File: src/rtl/hazard_unit.sv
// hazard_unit
// ID-stage stall/flush controller. Decides each cycle whether the PC, IF/ID
// and ID/EXE registers advance, hold or are flushed. Three hazards are
// covered, in priority order: multi-cycle divide freeze, taken
// branch/jump redirect, and load-use. A saturating counter records the
// number of cycles in which the PC was held.
//
// Control outputs are combinational from the current state and inputs, so a
// hazard is answered in the same cycle it appears. While rstn is low the
// outputs are forced to their pass-through values regardless of the inputs.

`ifndef DMRd_NOP
`define DMRd_NOP 3'b000
`endif

module hazard_unit #(
    parameter int DIV_LAT = 8,   // cycles a divide occupies EXE, 2..255
    parameter int CNT_W   = 16   // width of the stall performance counter
) (
    input  logic             clk,
    input  logic             rstn,
    input  logic [4:0]       IFID_rs,
    input  logic [4:0]       IFID_rt,
    input  logic             IFID_use_rs,
    input  logic             IFID_use_rt,
    input  logic [2:0]       IDEXE_DMRd,
    input  logic             IDEXE_RFWr,
    input  logic [4:0]       IDEXE_rd,
    input  logic             EXE_div,
    input  logic             EXE_redirect,
    output logic             PCWr,
    output logic             IFIDWr,
    output logic             IDEXEWr,
    output logic             IFID_flush,
    output logic             IDEXE_flush,
    output logic             EXEMEM_flush,
    output logic             div_busy,
    output logic [CNT_W-1:0] stall_cycles
);

    typedef enum logic [0:0] {
        IDLE     = 1'b0,
        DIV_BUSY = 1'b1
    } state_t;

    // The first freeze cycle is spent in IDLE and the final EXE cycle is the
    // non-frozen release cycle, hence the two subtracted from DIV_LAT.
    localparam logic [7:0]       DIV_CNT_INIT = 8'(DIV_LAT - 2);
    localparam logic [CNT_W-1:0] STALL_MAX    = {CNT_W{1'b1}};

    state_t           state_r;
    logic [7:0]       cnt_r;
    logic [CNT_W-1:0] stall_cnt_r;

    logic freeze_s;
    logic redirect_s;
    logic load_use_s;
    logic lu_hit_s;

    // True when the EXE instruction is a load whose destination is read by
    // the ID instruction. r0 is never a real dependency; r31 is.
    function automatic logic load_use_hit(
        input logic [2:0] dmrd,
        input logic       rfwr,
        input logic [4:0] rd,
        input logic [4:0] rs,
        input logic       use_rs,
        input logic [4:0] rt,
        input logic       use_rt
    );
        logic is_load;
        logic dep_rs;
        logic dep_rt;
        is_load = (dmrd != `DMRd_NOP) && rfwr && (rd != 5'd0);
        dep_rs  = use_rs && (rd == rs);
        dep_rt  = use_rt && (rd == rt);
        return is_load && (dep_rs || dep_rt);
    endfunction

    // Freeze is active on the first divide cycle and while the countdown runs.
    always_comb begin
        freeze_s = 1'b0;
        case (state_r)
            IDLE:     freeze_s = EXE_div;
            DIV_BUSY: freeze_s = (cnt_r != 8'd0);
            default:  freeze_s = 1'b0;
        endcase
    end

    // Qualify lower-priority hazards against the higher-priority ones.
    always_comb begin
        lu_hit_s   = load_use_hit(IDEXE_DMRd, IDEXE_RFWr, IDEXE_rd,
                                  IFID_rs, IFID_use_rs, IFID_rt, IFID_use_rt);
        redirect_s = EXE_redirect && !freeze_s;
        load_use_s = lu_hit_s && !freeze_s && !EXE_redirect;
    end

    // Pipeline-register enables and flushes; pass-through while in reset.
    always_comb begin
        PCWr         = 1'b1;
        IFIDWr       = 1'b1;
        IDEXEWr      = 1'b1;
        IFID_flush   = 1'b0;
        IDEXE_flush  = 1'b0;
        EXEMEM_flush = 1'b0;
        div_busy     = 1'b0;
        if (!rstn) begin
            PCWr         = 1'b1;
            IFIDWr       = 1'b1;
            IDEXEWr      = 1'b1;
        end else if (freeze_s) begin
            // Hold everything upstream of EXE and feed bubbles into MEM.
            PCWr         = 1'b0;
            IFIDWr       = 1'b0;
            IDEXEWr      = 1'b0;
            EXEMEM_flush = 1'b1;
            div_busy     = 1'b1;
        end else if (redirect_s) begin
            // PC loads the target; the two wrong-path instructions are killed.
            IFID_flush   = 1'b1;
            IDEXE_flush  = 1'b1;
        end else if (load_use_s) begin
            // Hold PC and IF/ID one cycle; the bubble removes the dependency.
            PCWr         = 1'b0;
            IFIDWr       = 1'b0;
            IDEXE_flush  = 1'b1;
        end else begin
            PCWr         = 1'b1;
            IFIDWr       = 1'b1;
        end
    end

    // Divide freeze sequencer: load the countdown on entry, release at zero.
    always_ff @(posedge clk or negedge rstn) begin
        if (!rstn) begin
            state_r <= IDLE;
            cnt_r   <= 8'd0;
        end else begin
            case (state_r)
                IDLE: begin
                    if (EXE_div) begin
                        state_r <= DIV_BUSY;
                        cnt_r   <= DIV_CNT_INIT;
                    end else begin
                        state_r <= IDLE;
                        cnt_r   <= 8'd0;
                    end
                end
                DIV_BUSY: begin
                    if (cnt_r != 8'd0) begin
                        state_r <= DIV_BUSY;
                        cnt_r   <= cnt_r - 8'd1;
                    end else begin
                        // Release cycle: the divide advances out of EXE now.
                        state_r <= IDLE;
                        cnt_r   <= 8'd0;
                    end
                end
                default: begin
                    state_r <= IDLE;
                    cnt_r   <= 8'd0;
                end
            endcase
        end
    end

    // Saturating count of cycles in which the PC was held.
    always_ff @(posedge clk or negedge rstn) begin
        if (!rstn) begin
            stall_cnt_r <= '0;
        end else if (!PCWr && (stall_cnt_r != STALL_MAX)) begin
            stall_cnt_r <= stall_cnt_r + {{(CNT_W-1){1'b0}}, 1'b1};
        end else begin
            stall_cnt_r <= stall_cnt_r;
        end
    end

    assign stall_cycles = stall_cnt_r;

endmodule

File: config.mk
export PLATFORM = sky130hd
export DESIGN_NAME = hazard_unit
export DESIGN_NICKNAME = d
export VERILOG_FILES = /design/src/rtl/hazard_unit.sv
export SDC_FILE = /design/constraint.sdc
export NUM_CORES = 1
export LEC_CHECK = 0
export CELL_PAD_IN_SITES_DETAIL_PLACEMENT = 1
export CELL_PAD_IN_SITES_GLOBAL_PLACEMENT = 1
export CORE_ASPECT_RATIO = 1.2
export CORE_MARGIN = 8
export CORE_UTILIZATION = 31
export CTS_CLUSTER_SIZE = 20
export DETAILED_ROUTE_END_ITERATION = 10
export PLACE_DENSITY_LB_ADDON = 0.12
export SYNTH_ARGS = -nofsm -noshare
export SYNTH_HDL_FRONTEND = slang
export SYNTH_SLANG_ARGS = --single-unit
export TNS_END_PERCENT = 50
File: constraint.sdc
create_clock -name clk -period 1.7 [get_ports clk]
set_input_delay 0.34 -clock clk [delete_from_list [all_inputs] [get_ports clk]]
set_output_delay 0.34 -clock clk [all_outputs]
set_load 0.01 [all_outputs]
# Word level (Yosys, flattened, before mapping)
# Index checks and enable logic that the tools add are counted.
# totals
register_bits	25
input_bits	25
out_inout_bits	23
word_cells	47
# classes
add_sub_neg	2
n_eq_ne	3
muxes	22
bitwise	1
reduce_logical	16
# op_table
operator	count
$mux W1	17
$add A16 B1 Y16 const B	1
$ne A16 B16 Y1 const B	1
$pmux W8 S2	1
$eq A5 B5 Y1	2
$logic_and A1 B1 Y1	9
$mux W8	1
$reduce_bool A8 Y1	1
$sub A8 B1 Y8 const B	1
$reduce_bool A5 Y1	1
$pmux W1 S2	2
$logic_not A1 Y1	3
$mux W3	1
$reduce_bool A3 Y1	1
$logic_or A1 B1 Y1	1
$not A1 Y1	1

# Logic depth before layout (Yosys ltp)
# logic_depth
depth_word	12
ltp_mapped	10

# Worst setup path after synthesis
# No wires, ideal clock.
# synth_path
kind	reg2reg
from	register stall_cnt_r[0], in the netlist stall_cycles[0]
to	register stall_cnt_r[8], in the netlist stall_cycles[8]
setup_ps	126
t_arrival_ps	1755
required_time_ps	1574
path_slack_ps	-180
stages_incl_launch_ff	10
synth_period_minus_slack_ps	1880
cell_sequence	dfrtp_1 ha_1 and3_1 buf_6 nand3_2 o21a_1 a41o_4 buf_6 nand4_1 xnor2_1
# synth_between
elab_chain_cells	2
elab_cells_between_ends	3
# synth_rtl
element	line_no	text
start, declared	53	logic [CNT_W-1:0] stall_cnt_r;
start signal, assigned	172	stall_cnt_r <= stall_cnt_r + {{(CNT_W-1){1'b0}}, 1'b1};
start signal, assigned	174	stall_cnt_r <= stall_cnt_r;
parallel branches: the longest is 2 deep, another holds $add A16 B1 Y16	-	
# Parallel ways; which one is timed is not known.
# A chain may end at the register's enable or synchronous reset.

# Final worst setup path
# layout_path
from	register cnt_r[1]
to	output port IDEXEWr
# layout_between
elab_chain_cells	4
# layout_rtl
element	line_no	text
start, declared	52	logic [7:0] cnt_r;
start signal, assigned	152	cnt_r <= cnt_r - 8'd1;
$reduce_bool A8 Y1	85	DIV_BUSY: freeze_s = (cnt_r != 8'd0);
$pmux W1 S2	83	case (state_r)
named net freeze_s	55	logic freeze_s;
$mux W1	111	end else if (freeze_s) begin
$mux W1	107	if (!rstn) begin
end, declared	33	output logic IDEXEWr,
# The timed path passes the listed nets, and every way through them passes these cells.

==> results.sh <==
export IMPL_crit_top_cell="inv_2"
export IMPL_synthArstFlopShare_pct=100.0
export IMPL_wl_met2_um=2552
export IMPL_dp_hpwl_um=3505
export IMPL_drive_gt1_share_pct=34.21
export IMPL_drt_iter0_drc=24
export IMPL_cts_sinks=25
export IMPL_start_util_pct=31.87
export IMPL_seq_area_frac_synth_pct=43.37
export IMPL_synthFlopType="dfrtp_1"
export IMPL_grt_pass1_wl_um=7665
export IMPL_clock_path_buffers=2
export IMPL_wl_um=4509
export IMPL_die_area_mm2=0.007102
export IMPL_detail_route_antenna_nets=0
export IMPL_setup_viol=23
export IMPL_die_y_um=90.73
export IMPL_holdWs_ns=0.4554
export IMPL_leakagePower_nw=1.118
export IMPL_synth_edf_count=0
export IMPL_cp_start_kind="flop"
export IMPL_failed_checks="setup timing"
export IMPL_critPathArrivalTime_ns=1.66
export IMPL_cpMaxStageDelayCell="dfrtp_1"
export IMPL_core_area_mm2=0.004527
export IMPL_hold_buffers=0
export IMPL_via_per_inst=4.741
export IMPL_critPathTopFamily="flip-flops"
export IMPL_grt_max_degree=16
export IMPL_synth_avg_cell_area_um2=10.45
export IMPL_cp_max_fo=4
export IMPL_slew_headroom_pct=79.45
export IMPL_route_detailed_drc=0
export IMPL_ys_ff_latch=25
export IMPL_finalCritPeriodShare_pct=117.4
export IMPL_tightestPinTransition_ns=0.3082
export IMPL_cts_htree_levels=1
export IMPL_cts_buffers=3
export IMPL_cts_tree="built"
export IMPL_rsz0062_at_grt="yes"
export IMPL_max_stage_delay_ns=0.38
export IMPL_outcome="complete, but fails checks"
export IMPL_cp_end_kind="primary output"
export IMPL_path_buf_inv=4
export IMPL_route_met3_wl_um=177
export IMPL_fin_area_mm2=0.002349
export IMPL_place_area_mm2=0.002206
export IMPL_wl_met1_um=1750
export IMPL_antenna_found_initial=0
export IMPL_io_buffers=47
export IMPL_wl_per_cell_um=15.77
export IMPL_drv_cap=0
export IMPL_overflow=0
export IMPL_clk_pin_slew_worst_paths_ns=0.09
export IMPL_power_density_mw_per_mm2=1262
export IMPL_synth_nets=166
export IMPL_grt_pass1_vias=1692
export IMPL_routabilityCongestion=0.7399
export IMPL_grt_usage_pct=13.10
export IMPL_synth_cells=138
export IMPL_crit_chain="inv_2 > ha_4 > and4bb_2 > a21o_4 > inv_4 > and2_4 > inv_2 > buf_6"
export IMPL_period_needed_ns=1.996
export IMPL_drtPass1Iterations=4
export IMPL_die_w_um=78.28
export IMPL_skew_ns=0.002962
export IMPL_crit_type="reg -> out"
export IMPL_fmax_mhz=500.9
export IMPL_area_growth_pct=62.79
export IMPL_hold_path_class="in -> async"
export IMPL_ios=48
export IMPL_maxUsedRoutingLayer="met4"
export IMPL_yosysUniqueCellTypes=34
export IMPL_root_buffer="clkbuf_8"
export IMPL_clk_latency_ns=0.27
export IMPL_ir_worst_vdd_uv=769.6
export IMPL_via_count=1356
export IMPL_diodes=0
export IMPL_report_final_hold_viol_count=0
export IMPL_synth_area_mm2=0.001443
export IMPL_num_rows=27
export IMPL_nets=257
export IMPL_worst_slack_ns=-0.2962
export IMPL_yosysWarnings=0
export IMPL_cp_required_ns=1.36
export IMPL_drv_slew=0
-- synth_stat cells, types with 2 or more instances --
cell type | instances | area, um^2
xnor2_1 | 26 | 227.7
dfrtp_1 | 25 | 625.6
nand2_1 | 12 | 45.04
nand4_1 | 11 | 68.82
nor2_1 | 11 | 41.29
and3_1 | 6 | 37.54
xor2_1 | 5 | 43.79
a21oi_1 | 4 | 20.02
inv_1 | 4 | 15.01
buf_6 | 3 | 33.78
ha_1 | 3 | 37.54
and3_2 | 2 | 15.01
buf_4 | 2 | 15.01
nand3_2 | 2 | 20.02
nand3b_1 | 2 | 15.01
nor3_1 | 2 | 10.01
-- layer usage --
metal	vias up	GRT usage (%)
li1	652	-
met1	672	13.24
met2	28	25.26
met3	4	3.088
met4	0	3.715
met5	-	0
-- cell usage in the layout (no fill, tap or decap), types with 2 or more instances in the layout --
| cell type | instances |
|---|---|
| a21oi_1 | 3 |
| a41o_4 | 2 |
| and3_1 | 6 |
| and3_2 | 2 |
| buf_2 | 6 |
| buf_4 | 42 |
| buf_6 | 3 |
| clkbuf_8 | 3 |
| clkdlybuf4s50_1 | 22 |
| dfrtp_1 | 24 |
| dlygate4sd2_1 | 15 |
| dlymetal6s2s_1 | 3 |
| ha_1 | 2 |
| inv_2 | 3 |
| nand2_1 | 11 |
| nand3_2 | 2 |
| nand3b_1 | 2 |
| nand4_1 | 11 |
| nor2_1 | 11 |
| nor3_1 | 2 |
| xnor2_1 | 26 |
| xor2_1 | 5 |
-- final timing paths --
kind / to / start / slack (ns) / cells past startpoint
max in group asynchronous: stall_cycles[7] / rstn / 0.87 / 3
min in group clk: stall_cycles[7] / stall_cycles[7] / 0.54 / 1
max reg2reg: stall_cycles[1] / cnt_r[1] / -0.28 / 9
min: cnt_r[7] / rstn / 0.46 / 2
min reg2reg: stall_cycles[7] / stall_cycles[7] / 0.54 / 1
max: IDEXEWr / cnt_r[1] / -0.30 / 8
-- stage by stage --
| step | setup TNS [ns] | cells | worst slack (ns) | total power, mW | utilization (%) |
|---|---|---|---|---|---|
| floorplan | -1.384 | 138 | -0.1427 | 1.650 | - |
| global placement | -11.70 | 273 | -0.7626 | 2.343 | 48.73 |
| detailed placement | -13.32 | 273 | -0.8597 | 2.411 | 48.73 |
| CTS | -5.349 | 282 | -0.3245 | 2.932 | 50.94 |
| global route | -7.089 | 286 | -0.3898 | 3.192 | 51.88 |
| finish | -4.928 | 286 | -0.2962 | 2.963 | 51.88 |
-- sequential cells by signal, summed over array words and instances (netlist names) --
name,count
stall_cycles,16
cnt_r,8
state_r,1
-- repair_timing --
action | CTS | global route
cloned | 1 | 0
hold endpoints to repair | 0 | 0
gates resized for setup | 59 | 5
endpoints found under the setup margin | 24 | 27
pin swaps | 25 | 3
buffers inserted | 4 | 4
-- where the power goes --
part	total (mW)	switching (mW)	internal (mW)
Sequential	0.896	0.120	0.775
Clock	0.367	0.201	0.166
Combinational	1.70	0.751	0.949
-- cell type report --
| cell class | instances | area [um^2] |
|---|---|---|
| timing repair buffer | 91 | 768.2 |
| inverter | 5 | 21.27 |
| multi-input combinational | 103 | 810.8 |
| tap | 58 | 72.57 |
| clock inverter | 1 | 7.507 |
| fill | 538 | 2178 |
| clock buffer | 3 | 41.29 |
| sequential | 25 | 626.9 |
-- kinds of logic after synthesis --
kind of cell	synth area share (%)
AND/OR/NAND/NOR	23.07
XOR/XNOR	18.82
flip-flops	43.37
AO/OA/AOI/OAI	6.418
buffers and inverters	4.942
adder cells (fa/ha/maj)	2.602
multiplexers	0.7805
Note: power is estimated with default switching activity, not from simulation.
